$ cat config.mk
export PLATFORM = sky130hd
export DESIGN_NAME = alu_serial_ctrl
export DESIGN_NICKNAME = d
export VERILOG_FILES = /design/src/rtl/alu_pkg.sv /design/src/rtl/alu_serial_ctrl.sv
export SDC_FILE = /design/constraint.sdc
export NUM_CORES = 1
export LEC_CHECK = 0
export BUFFER_PORTS_ARGS = -buffer_cell sky130_fd_sc_hd__buf_2
export CAP_MARGIN = 20
export CORE_UTILIZATION = 51
export CTS_BUF_LIST = sky130_fd_sc_hd__clkbuf_4 sky130_fd_sc_hd__clkbuf_8
export CTS_CLUSTER_DIAMETER = 120
export CTS_CLUSTER_SIZE = 30
export DETAILED_ROUTE_END_ITERATION = 7
export PLACE_DENSITY = 0.81
export SLEW_MARGIN = 20
export SYNTH_ARGS = -nofsm -noshare
export SYNTH_HDL_FRONTEND = slang
export SYNTH_SLANG_ARGS = --single-unit
$ cat constraint.sdc
create_clock -name clk_i -period 2.7 [get_ports clk_i]
set_clock_uncertainty 0.2 [all_clocks]
set_input_delay 0.54 -clock clk_i [delete_from_list [all_inputs] [get_ports clk_i]]
set_output_delay 0.54 -clock clk_i [all_outputs]
set_load 0.1 [all_outputs]
$ cat src/rtl/alu_pkg.sv
// Shared types and constants for the bit-serial ALU sequencer and its 1-bit slice.
package alu_pkg;

    typedef enum logic [1:0] {
        StIdle,
        StRun,
        StCmp,
        StDone
    } alu_state_e;

    localparam logic [1:0] OpAnd = 2'd0;
    localparam logic [1:0] OpOr  = 2'd1;
    localparam logic [1:0] OpAdd = 2'd2;
    localparam logic [1:0] OpCmp = 2'd3;

    localparam logic [2:0] BonusSlt  = 3'd0;
    localparam logic [2:0] BonusSgt  = 3'd1;
    localparam logic [2:0] BonusSle  = 3'd2;
    localparam logic [2:0] BonusSge  = 3'd3;
    localparam logic [2:0] BonusSeq  = 3'd4;
    localparam logic [2:0] BonusSne  = 3'd5;
    localparam logic [2:0] BonusRsvd = 3'd6;
    localparam logic [2:0] BonusZero = 3'd7;

endpackage

$ cat src/rtl/alu_serial_ctrl.sv
// Bit-serial sequencer driving an external 1-bit ALU slice, one bit per clock.
// Optional completed-result counter output op_cnt under ALU_SERIAL_CYCLE_CNT_EN.
module alu_serial_ctrl
    import alu_pkg::*;
#(
    parameter int unsigned WIDTH = 32
) (
    input  logic             clk_i,
    input  logic             rst_i,
    input  logic             in_valid,
    output logic             in_ready,
    input  logic [WIDTH-1:0] src1,
    input  logic [WIDTH-1:0] src2,
    input  logic [3:0]       alu_ctrl,
    input  logic [2:0]       bonus_op,
    output logic             out_valid,
    input  logic             out_ready,
    output logic [WIDTH-1:0] result,
    output logic             zero,
    output logic             cout,
    output logic             overflow,
    output logic             sl_src1,
    output logic             sl_src2,
    output logic             sl_less,
    output logic             sl_equal,
    output logic             sl_A_invert,
    output logic             sl_B_invert,
    output logic             sl_cin,
    output logic [1:0]       sl_operation,
    output logic [2:0]       sl_bonus_op,
    input  logic             sl_result,
    input  logic             sl_cout
`ifdef ALU_SERIAL_CYCLE_CNT_EN
    ,
    output logic [31:0]      op_cnt
`endif
);

    localparam int unsigned IDX_W = $clog2(WIDTH);
    localparam logic [IDX_W-1:0] LastIdx = IDX_W'(WIDTH - 1);

    alu_state_e       state_q, state_d;
    logic [WIDTH-1:0] a_q, a_d, b_q, b_d;
    logic [3:0]       ctrl_q, ctrl_d;
    logic [2:0]       bonus_q, bonus_d;
    logic [IDX_W-1:0] idx_q, idx_d;
    logic             carry_q, carry_d;
    logic             cin_msb_q, cin_msb_d;
    logic [WIDTH-1:0] result_q, result_d;
    logic             zero_q, zero_d, cout_q, cout_d, ovf_q, ovf_d;
    logic [1:0]       op_q;
    logic             cmp_less, cmp_equal;

    assign op_q      = ctrl_q[1:0];
    // carry_q holds the MSB carry-out once the subtraction pass has finished
    assign cmp_equal = (result_q == '0);
    assign cmp_less  = result_q[WIDTH-1] ^ (cin_msb_q ^ carry_q);

    assign in_ready  = (state_q == StIdle);
    assign out_valid = (state_q == StDone);
    assign result    = result_q;
    assign zero      = zero_q;
    assign cout      = cout_q;
    assign overflow  = ovf_q;

    // Slice inputs depend only on registered state, so the external slice loop stays acyclic.
    always_comb begin
        sl_src1      = 1'b0;
        sl_src2      = 1'b0;
        sl_less      = 1'b0;
        sl_equal     = 1'b0;
        sl_A_invert  = 1'b0;
        sl_B_invert  = 1'b0;
        sl_cin       = 1'b0;
        sl_operation = 2'd0;
        sl_bonus_op  = 3'd0;
        unique case (state_q)
            StRun: begin
                sl_src1      = a_q[idx_q];
                sl_src2      = b_q[idx_q];
                sl_A_invert  = ctrl_q[3];
                sl_B_invert  = ctrl_q[2];
                sl_operation = (op_q == OpCmp) ? OpAdd : op_q;
                sl_cin       = (idx_q == '0) ? (op_q[1] & ctrl_q[2]) : carry_q;
            end
            StCmp: begin
                sl_operation = OpCmp;
                sl_less      = cmp_less;
                sl_equal     = cmp_equal;
                sl_bonus_op  = (bonus_q == BonusRsvd) ? BonusZero : bonus_q;
            end
            default: ;
        endcase
    end

    always_comb begin
        state_d   = state_q;
        a_d       = a_q;
        b_d       = b_q;
        ctrl_d    = ctrl_q;
        bonus_d   = bonus_q;
        idx_d     = idx_q;
        carry_d   = carry_q;
        cin_msb_d = cin_msb_q;
        result_d  = result_q;
        zero_d    = zero_q;
        cout_d    = cout_q;
        ovf_d     = ovf_q;
        unique case (state_q)
            StIdle: begin
                if (in_valid) begin
                    a_d      = src1;
                    b_d      = src2;
                    ctrl_d   = alu_ctrl;
                    bonus_d  = bonus_op;
                    result_d = '0;
                    carry_d  = 1'b0;
                    idx_d    = '0;
                    zero_d   = 1'b0;
                    cout_d   = 1'b0;
                    ovf_d    = 1'b0;
                    state_d  = StRun;
                end
            end
            StRun: begin
                result_d[idx_q] = sl_result;
                carry_d         = sl_cout;
                idx_d           = idx_q + 1'b1;
                if (idx_q == LastIdx) begin
                    cin_msb_d = sl_cin;
                    idx_d     = '0;
                    if (op_q == OpCmp) begin
                        state_d = StCmp;
                    end else begin
                        zero_d  = (result_d == '0);
                        cout_d  = (op_q == OpAdd) & sl_cout;
                        ovf_d   = (op_q == OpAdd) & (sl_cin ^ sl_cout);
                        state_d = StDone;
                    end
                end
            end
            StCmp: begin
                result_d = {{(WIDTH-1){1'b0}}, sl_result};
                zero_d   = ~sl_result;
                state_d  = StDone;
            end
            StDone: begin
                if (out_ready) begin
                    state_d = StIdle;
                end
            end
            default: state_d = StIdle;
        endcase
    end

    always_ff @(posedge clk_i) begin
        if (rst_i) begin
            state_q   <= StIdle;
            a_q       <= '0;
            b_q       <= '0;
            ctrl_q    <= '0;
            bonus_q   <= '0;
            idx_q     <= '0;
            carry_q   <= 1'b0;
            cin_msb_q <= 1'b0;
            result_q  <= '0;
            zero_q    <= 1'b0;
            cout_q    <= 1'b0;
            ovf_q     <= 1'b0;
        end else begin
            state_q   <= state_d;
            a_q       <= a_d;
            b_q       <= b_d;
            ctrl_q    <= ctrl_d;
            bonus_q   <= bonus_d;
            idx_q     <= idx_d;
            carry_q   <= carry_d;
            cin_msb_q <= cin_msb_d;
            result_q  <= result_d;
            zero_q    <= zero_d;
            cout_q    <= cout_d;
            ovf_q     <= ovf_d;
        end
    end

`ifdef ALU_SERIAL_CYCLE_CNT_EN
    logic [31:0] op_cnt_q;

    always_ff @(posedge clk_i) begin
        if (rst_i) begin
            op_cnt_q <= '0;
        end else if (out_valid && out_ready) begin
            op_cnt_q <= op_cnt_q + 32'd1;
        end
    end

    assign op_cnt = op_cnt_q;
`endif

endmodule

==> results of run 1 <==
## metrics by stage
stage / hold WS, ps / area (sq um) / util (%) / TNS (ps) / total power, mW
floorplan: 232 / 5990 / - / -120 / 3.70
global placement: 240 / 6960 / 61.2 / -348 / 4.35
detailed placement: 247 / 6960 / 61.2 / -475 / 4.40
CTS: 125 / 7450 / 65.5 / -1050 / 6.07
global route: 124 / 7480 / 65.8 / -1230 / 6.41
finish: 124 / 7480 / 65.8 / -1070 / 6.10
## path summary, 6_finish.rpt
| kind | start | to | slack (ps) |
|---|---|---|---|
| min | src1[15] | a_q[15] | 120 |
| min reg2reg | a_q[16] | a_q[16] | 260 |
| max reg2reg | idx_q[4] | zero | 130 |
| max | idx_q[0] | sl_src2 | -500 |
## state kept, by name, indices dropped and copies added (netlist names)
signal	cells
idx_q	5
cout	1
b_q	32
result	32
zero	1
a_q	32
overflow	1
cin_msb_q	1
ctrl_q	4
carry_q	1
bonus_q	3
state_q	2
## cell usage in the layout (no fill, tap or decap), types with 9 or more instances in the layout
| cell | instances |
|---|---|
| mux2_2 | 9 |
| mux4_2 | 11 |
| mux2i_1 | 19 |
| a21o_1 | 9 |
| o21ai_0 | 13 |
| nand2_1 | 153 |
| buf_12 | 11 |
| clkbuf_8 | 17 |
| nand3_1 | 11 |
| buf_4 | 36 |
| nor2_1 | 56 |
| buf_2 | 116 |
| a22oi_1 | 11 |
| dfxtp_1 | 114 |
| a21oi_1 | 98 |
| nand4b_1 | 11 |
## kinds of logic after synthesis
| kind of cell | Yosys count |
|---|---|
| AO/OA/AOI/OAI | 164 |
| XOR/XNOR | 2 |
| adder cells (fa/ha/maj) | 12 |
| flip-flops | 115 |
| buffers and inverters | 69 |
| AND/OR/NAND/NOR | 309 |
| multiplexers | 47 |
## metal layers
layer / vias to the layer above / wire length (um) / GRT usage, %
met4: 0 / 567 / 12.8
met2: 243 / 8220 / 50.2
li1: 2787 / - / -
met1: 2746 / 6450 / 31.1
met5: - / 0 / 0
met3: 54 / 1050 / 5.88
## what timing repair did
item | CTS | global route
gates resized for setup | 24 | 8
endpoints found under the setup margin | 6 | 5
pin swaps | 3 | 2
## layout make-up
type                            count  area [sq um]
Sequential cell                   115          2310
Clock inverter                     15           161
Multi-Input combinational cell    534          3470
Tap cell                          143           179
Timing Repair Buffer              166          1100
Inverter                            7          26.3
Fill cell                         953          3880
Clock buffer                       17           234
## tightest hold or removal path, stage by stage
cell	delay, ps
buf_2	90
nand2_1	40
a21oi_1	50
## power by group through the flow
stage / combinational, mW / clock [mW] / sequential (mW)
5_1_grt: 2.56 / 1.72 / 2.13
3_5_place_dp: 2.27 / 0 / 2.13
2_1_floorplan: 1.59 / 0 / 2.11
6_report: 2.37 / 1.63 / 2.11
4_1_cts: 2.34 / 1.63 / 2.10
3_3_place_gp: 2.23 / 0 / 2.12
==> results.json, run 1 <==
{
  "peakVddDrop_mv": 0.493,
  "cap_violations": 0,
  "first_global_vias": 5587,
  "netlist_instances": 718,
  "max_freq_mhz": 312,
  "hold_class": "in2reg",
  "first_pass_iters": 5,
  "rows": 39,
  "worstRegToRegCells": 6,
  "post-route-drc-count": 0,
  "setup-violations-final": 3,
  "cp-start-kind": "flop",
  "port_buffers": 125,
  "synthMuxAreaShare_pct": 11.5,
  "synth_top_family_by_area": "simple AND/OR/NAND/NOR gates",
  "drt_iter0_markers": 402,
  "postCtsSetupRepairBufs": 0,
  "synth_commonest_cells": "nand2_1 (154), dfxtp_1 (115), a21oi_1 (98)",
  "outcome": "finished with violations",
  "cts_buffers": 17,
  "ys_seq_area_share_pct": 38.7,
  "synth_seq_cells": 115,
  "setup_slack_ps": -502,
  "hold_viol_final": 0,
  "synth_simple_gate_area_share_pct": 25.2,
  "holdPathStages": 3,
  "synth_compound_area_share_pct": 16.6,
  "final_nets": 930,
  "seqPwrFrac_pct": 34.5,
  "postCtsHoldBufs": 0,
  "dpl.hpwl_um": 10900,
  "area_growth_pct": 25.8,
  "ant_nets": 0,
  "post-place-ws_ps": -259,
  "crit_family": "compound AO/OA/AOI/OAI gates",
  "internal_power_mw": 3.63,
  "relSlewSlack_pct": 58.1,
  "via_per_inst": 5.85,
  "worst_slew_pin_slew_ps": 626,
  "synthesis.nets": 807,
  "final_cell_count_no_fill": 997,
  "vias": 5830,
  "synth_fa_ha_area_share_pct": 2.52,
  "netSwitchingPower_mw": 2.48,
  "min_period_ps": 3200,
  "dieWidth_um": 110,
  "comb_power_share_pct": 38.9,
  "root_buffer": "clkbuf_8",
  "grt_pass1_wl_um": 26000,
  "crit_chain": "buf_6 -> mux4_2 -> and3_4 -> a2111oi_4 -> a31oi_1 -> o21a_4 -> buf_12",
  "synthXorXnorAreaFrac_pct": 0.294,
  "synth_warnings": 0,
  "rsz0062_at_grt": "true",
  "synth_top_cell_area_share_pct": 38.7,
  "grt_max_degree": 50,
  "syn-mean-instance-area_sq_um": 8.29,
  "cp.required_ps": 1960,
  "synth_most_common_cell": "nand2_1",
  "core_area_sq_um": 11400,
  "slowest_delay_ps": 500,
  "antenna_found_initial": 0,
  "synthFlopType": "dfxtp_1",
  "clk_latency_ps": 440,
  "finalCritPeriodShare_pct": 119,
  "post-place-cells": 965,
  "power_frac_clock_pct": 26.6,
  "cts_tree": "yes",
  "num_io_pins": 126,
  "grt_usage_pct": 27.8,
  "drive_gt1_share_pct": 29.4,
  "routabilityCongestion": 0.861,
  "clock_path_buffers": 2,
  "cp-end-kind": "primary output",
  "wl_per_cell_um": 16.3,
  "crit_slowest_cell": "mux4_2",
  "p_leak_nw": 3.09,
  "initial_core_util_pct": 52.3,
  "n_antenna_cell": 0,
  "crit_cells": 7,
  "synthArstFlopShare_pct": 0,
  "syn_area_sq_um": 5950,
  "cp_max_fo": 5,
  "violations": "negative setup slack",
  "cts_sinks": 115,
  "power_density_nw_per_um2": 815,
  "dieArea_sq_um": 12100,
  "synthTopCellsByArea": "dfxtp_1 (39%), nand2_1 (9.7%), a21oi_1 (8.2%)",
  "maxSlewViolCount": 0,
  "path_class": "reg2out",
  "h-tree-depth": 4,
  "wirelength_um": 16300,
  "cp_num_buf_inv": 2,
  "synth_edf_count": 0,
  "netSwitchingFraction_pct": 40.6,
  "clk_pin_slew_worst_paths_ps": 90,
  "synth.distinct_cells": 57,
  "yosysTopAreaCell": "dfxtp_1",
  "cp.arrival_ps": 2460,
  "die_y_um": 110,
  "overflow": 0
}
Power figures use the tool's default switching activity.
==> inputs of run 2 (changes only) <==
--- a/config.mk
+++ b/config.mk
@@ -7,12 +7,12 @@
 export LEC_CHECK = 0
 export BUFFER_PORTS_ARGS = -buffer_cell sky130_fd_sc_hd__buf_2
 export CAP_MARGIN = 20
-export CORE_UTILIZATION = 51
-export CTS_BUF_LIST = sky130_fd_sc_hd__clkbuf_4 sky130_fd_sc_hd__clkbuf_8
+export CORE_UTILIZATION = 50
+export CTS_BUF_LIST = sky130_fd_sc_hd__clkbuf_16
 export CTS_CLUSTER_DIAMETER = 120
 export CTS_CLUSTER_SIZE = 30
 export DETAILED_ROUTE_END_ITERATION = 7
-export PLACE_DENSITY = 0.81
+export PLACE_DENSITY = 0.8
 export SLEW_MARGIN = 20
 export SYNTH_ARGS = -nofsm -noshare
 export SYNTH_HDL_FRONTEND = slang
==> run 2 against run 1 <==
Against the previous run: hold slack improved by 31 ps; combinational power increased by 4%; clock-buffer cell count unchanged; the run ends with design-rule violations, negative setup slack left; critical path depth unchanged; largest cell class unchanged; sequential share of layout area decreased by 1.5 points; highest routed layer unchanged; total power increased by 13%; clock power increased by 42%; flip-flop and latch count unchanged; non-clock buffer count increased by 4.
==> results.json, run 2 (synthesis gave the netlist of run 1 again) <==
{
  "worstReg2RegStart": "idx_q[0]",
  "cts_buffers": 17,
  "cap_violations": 0,
  "r2r_end": "zero",
  "first_pass_iters": 7,
  "core_area_sq_um": 11500,
  "grt_usage_pct": 27.4,
  "area_growth_pct": 32.2,
  "clk_latency_ps": 410,
  "reg2reg_slack_ps": 130,
  "min_from": "src2[6]",
  "dieArea_sq_um": 12300,
  "cp.arrival_ps": 2360,
  "final_common_cell": "nand2_1",
  "root_buffer": "clkbuf_16",
  "num_io_pins": 126,
  "initial_core_util_pct": 51.7,
  "hold_class": "in2reg",
  "wl_per_cell_um": 16.7,
  "whs_ps": 155,
  "ant_nets": 0,
  "overflow": 0,
  "holdPathStages": 3,
  "vias": 5841,
  "drive_gt1_share_pct": 30.5,
  "grt_max_degree": 71,
  "rows": 39,
  "finalCritPeriodShare_pct": 115,
  "path_class": "reg2out",
  "postCtsHoldBufs": 0,
  "h-tree-depth": 4,
  "relSlewSlack_pct": 53.5,
  "rsz0062_at_grt": "true",
  "n_antenna_cell": 0,
  "clock_path_buffers": 2,
  "cts_sinks": 115,
  "p_leak_nw": 3.24,
  "cts_tree": "yes",
  "post-place-ws_ps": -266,
  "power_density_nw_per_um2": 876,
  "fillCellCount": 890,
  "cp_max_fo": 6,
  "port_buffers": 125,
  "setup-violations-final": 3,
  "hold_viol_final": 0,
  "maxSlewViolCount": 0,
  "wirelength_um": 16700,
  "setup_slack_ps": -395,
  "drt_iter0_markers": 428,
  "dieWidth_um": 111,
  "peakVddDrop_mv": 0.586,
  "via_per_inst": 5.84,
  "outcome": "finished with violations",
  "final_cell_mix": "nand2_1 (153), buf_2 (116), dfxtp_1 (114)",
  "clk_pin_slew_worst_paths_ps": 60,
  "violations": "design-rule violations, negative setup slack",
  "cp-end-kind": "primary output",
  "first_global_vias": 5626,
  "worstRegToRegCells": 8,
  "cp-start-kind": "flop",
  "die_y_um": 111,
  "antenna_found_initial": 0,
  "post-route-drc-count": 18,
  "final_nets": 934,
  "min_period_ps": 3100,
  "grt_pass1_wl_um": 27200,
  "worst_slew_pin_slew_ps": 690,
  "cp.required_ps": 1960,
  "max_freq_mhz": 323,
  "dpl.hpwl_um": 10700,
  "holdPathEnd": "b_q[6]",
  "routabilityCongestion": 0.839
}
run 2: cell type report:
type,instances,area (sq um),share of cell area [%]
timing repair buffer,170,1180,15.1
tap,143,179,2.27
sequential,115,2310,29.3
multi-input combinational,534,3560,45.3
clock buffer,17,425,5.41
clock inverter,14,178,2.26
inverter,7,30.0,0.382
run 2: stage by stage:
stage,area [sq um],std cells,utilization (%),power (mW),TNS [ps]
CTS,7700,996,66.9,6.79,-919
global placement,6960,960,60.4,4.31,-463
finish,7870,1000,68.3,6.89,-819
detailed placement,6960,960,60.4,4.36,-518
global route,7870,1000,68.3,7.20,-1050
floorplan,5990,718,-,3.70,-120
run 2: worst max-delay path by stage:
stage,from,to,slack [ps],depth (start not counted)
floorplan,result[27],sl_equal,-80,3
global placement,idx_q[0],sl_src2,-240,7
detailed placement,idx_q[0],sl_src2,-270,7
CTS,idx_q[0],sl_src1,-460,7
global route,idx_q[0],sl_src1,-460,7
finish,idx_q[0],sl_src1,-400,7
run 2: where the power goes:
part           total (mW)  leakage [nW]  internal, mW  switching, mW
Clock                2.31         0.283          1.46          0.854
Combinational        2.47          2.02         0.975           1.49
Sequential           2.11         0.938          1.95          0.162
Total                6.89          3.24          4.38           2.51
run 2: what timing repair did:
| action | in CTS | in global routing |
|---|---|---|
| setup buffers | 5 | 4 |
| setup endpoints to repair | 5 | 8 |
| endpoints found under the hold margin | 0 | 0 |
| pin swaps | 4 | 7 |
| gates resized for setup | 24 | 25 |
run 2: per-layer routing:
| layer | up-vias | track usage, % | routed length [um] |
|---|---|---|---|
| li1 | 2794 | - | - |
| met1 | 2796 | 33.1 | 6920 |
| met2 | 202 | 47.3 | 8360 |
| met3 | 49 | 5.52 | 964 |
| met4 | 0 | 11.4 | 417 |
| met5 | - | 0 | 0 |
run 2: critical path, cell delays in order, from the launching register on:
cell and delay, ps:
dfxtp_4 380, buf_12 120, mux4_2 500, and3_4 170
a2111oi_4 290, a31oi_1 80, o21a_4 220, buf_12 160
==> inputs of run 3 (changes only) <==
--- a/config.mk
+++ b/config.mk
@@ -12,7 +12,7 @@
 export CTS_CLUSTER_DIAMETER = 120
 export CTS_CLUSTER_SIZE = 30
 export DETAILED_ROUTE_END_ITERATION = 7
-export PLACE_DENSITY = 0.8
+export PLACE_DENSITY = 0.77
 export SLEW_MARGIN = 20
 export SYNTH_ARGS = -nofsm -noshare
 export SYNTH_HDL_FRONTEND = slang
==> run 3 against run 2 <==
Against the previous run: the flow still finishes with violations (design-rule violations, negative setup slack); sequential power about the same; core utilization down 0.55 points; global-route usage down 0.33 points; maximum frequency down 2.0%; final area down 0.81%; via count up 0.43%; clock-buffer cell count unchanged; flip-flop and latch count unchanged; clock power up 6%; sequential share of layout area up 0.27 points; cell count down 0.40%; largest cell class unchanged.
==> results.json, run 3 (synthesis gave the netlist of run 1 again) <==
{
  "cts_buffers": 17,
  "postCtsHoldBufs": 0,
  "port_buffers": 125,
  "antenna_found_initial": 0,
  "cts_tree": "yes",
  "postLayoutCellArea_sq_um": 7800,
  "power_density_nw_per_um2": 895,
  "cap_violations": 0,
  "vias": 5866,
  "h-tree-depth": 4,
  "area_growth_pct": 31.1,
  "wirelength_um": 16400,
  "holdPathEnd": "b_q[23]",
  "netSwitchingFraction_pct": 35.3,
  "post-route-util_pct": 67.7,
  "peakVddDrop_mv": 0.496,
  "dr.max_layer_used": "met4",
  "relSlewSlack_pct": 58.8,
  "drt_iter0_markers": 440,
  "die_y_um": 111,
  "routabilityCongestion": 0.856,
  "clk_pin_slew_worst_paths_ps": 60,
  "path_class": "reg2out",
  "internal_power_mw": 4.51,
  "min_period_ps": 3160,
  "post-route-drc-count": 19,
  "holdPathStages": 3,
  "overflow": 0,
  "first_global_vias": 5607,
  "cp.arrival_ps": 2420,
  "min_from": "src2[23]",
  "rsz0062_at_grt": "true",
  "final_common_cell": "nand2_1",
  "seq_area_sq_um": 2310,
  "wl_per_cell_um": 16.5,
  "dieArea_sq_um": 12300,
  "place_area_sq_um": 6940,
  "p_leak_nw": 3.21,
  "finalCritPeriodShare_pct": 117,
  "grt_max_degree": 72,
  "clk_latency_ps": 420,
  "fillCellCount": 899,
  "hold_viol_final": 0,
  "outcome": "finished with violations",
  "grt_usage_pct": 27.0,
  "root_buffer": "clkbuf_16",
  "n_antenna_cell": 0,
  "core_area_sq_um": 11500,
  "cp-end-kind": "primary output",
  "power_frac_clock_pct": 34.9,
  "multiInputGateArea_sq_um": 3520,
  "met2_length_um": 8300,
  "rows": 39,
  "worst_slew_pin_slew_ps": 618,
  "seqPwrFrac_pct": 30.2,
  "worstRegToRegCells": 8,
  "wl_met1_um": 6480,
  "comb_power_share_pct": 34.9,
  "first_pass_iters": 8,
  "cp_max_fo": 7,
  "dpl.hpwl_um": 11000,
  "dieWidth_um": 111,
  "r2r_end": "zero",
  "hold_class": "in2reg",
  "post-place-ws_ps": -251,
  "initial_core_util_pct": 51.7,
  "maxSlewViolCount": 0,
  "reg2reg_slack_ps": 110,
  "netSwitchingPower_mw": 2.47,
  "num_io_pins": 126,
  "dr_wl_met3_um": 1120,
  "cp.required_ps": 1960,
  "worstReg2RegStart": "idx_q[0]",
  "max_freq_mhz": 317,
  "grt_pass1_wl_um": 26700,
  "violations": "design-rule violations, negative setup slack",
  "final_cell_mix": "nand2_1 (153), buf_2 (116), dfxtp_1 (112)",
  "setup_slack_ps": -457,
  "cts_sinks": 115,
  "clock_path_buffers": 2,
  "via_per_inst": 5.89,
  "drive_gt1_share_pct": 30.1,
  "setup-violations-final": 3,
  "cp-start-kind": "flop",
  "final_nets": 929,
  "ant_nets": 0
}
==> run 3: critical path, cell delays in order (launching register included) <==
cell and delay, ps:
dfxtp_4 370, buf_8 130, buf_4 120, mux4_2 550, a2111oi_4 320, a31oi_1 90, o21a_4 260, buf_12 160
==> run 3: routing by layer <==
layer | up-vias | GRT usage (%)
met1 | 2784 | 31.5
met3 | 51 | 7.16
li1 | 2783 | -
met5 | - | 0
met2 | 248 | 46.3
met4 | 0 | 12.4
==> run 3: worst max path at each step <==
stage / start / end / slack, ps / cells after the start
6_report: idx_q[0] / sl_src2 / -460 / 7
5_1_grt: idx_q[0] / sl_src2 / -510 / 7
4_1_cts: idx_q[0] / sl_src2 / -460 / 7
3_5_place_dp: idx_q[0] / sl_src2 / -250 / 7
3_3_place_gp: idx_q[0] / sl_src2 / -210 / 7
2_1_floorplan: result[27] / sl_equal / -80 / 3
==> run 3: cell type report <==
type | count | area share (%)
clock buffer | 17 | 5.45
clock inverter | 15 | 2.74
inverter | 7 | 0.401
multi-input combinational | 534 | 45.1
sequential | 115 | 29.6
tap | 143 | 2.29
timing repair buffer | 165 | 14.4
==> run 3: power by group through the flow <==
stage,Combinational (mW),Clock (mW),Sequential [mW]
6_report,2.44,2.44,2.11
5_1_grt,2.62,2.54,2.13
4_1_cts,2.34,2.46,2.10
3_5_place_dp,2.26,0,2.12
3_3_place_gp,2.20,0,2.11
2_1_floorplan,1.59,0,2.11
==> run 3: metrics by stage <==
| stage | instances | total power, mW | hold slack [ps] | TNS (ps) |
|---|---|---|---|---|
| 4_1_cts | 993 | 6.89 | 149 | -992 |
| 6_report | 996 | 6.98 | 158 | -926 |
| 3_5_place_dp | 960 | 4.38 | 245 | -453 |
| 2_1_floorplan | 718 | 3.70 | 232 | -120 |
| 3_3_place_gp | 960 | 4.31 | 239 | -385 |
| 5_1_grt | 996 | 7.29 | 154 | -1120 |
==> run 3: what timing repair did <==
item | in CTS | in global routing
buffers inserted | 1 | 4
gates resized for setup | 27 | 21
pin swaps | 4 | 2
setup endpoints to repair | 6 | 9
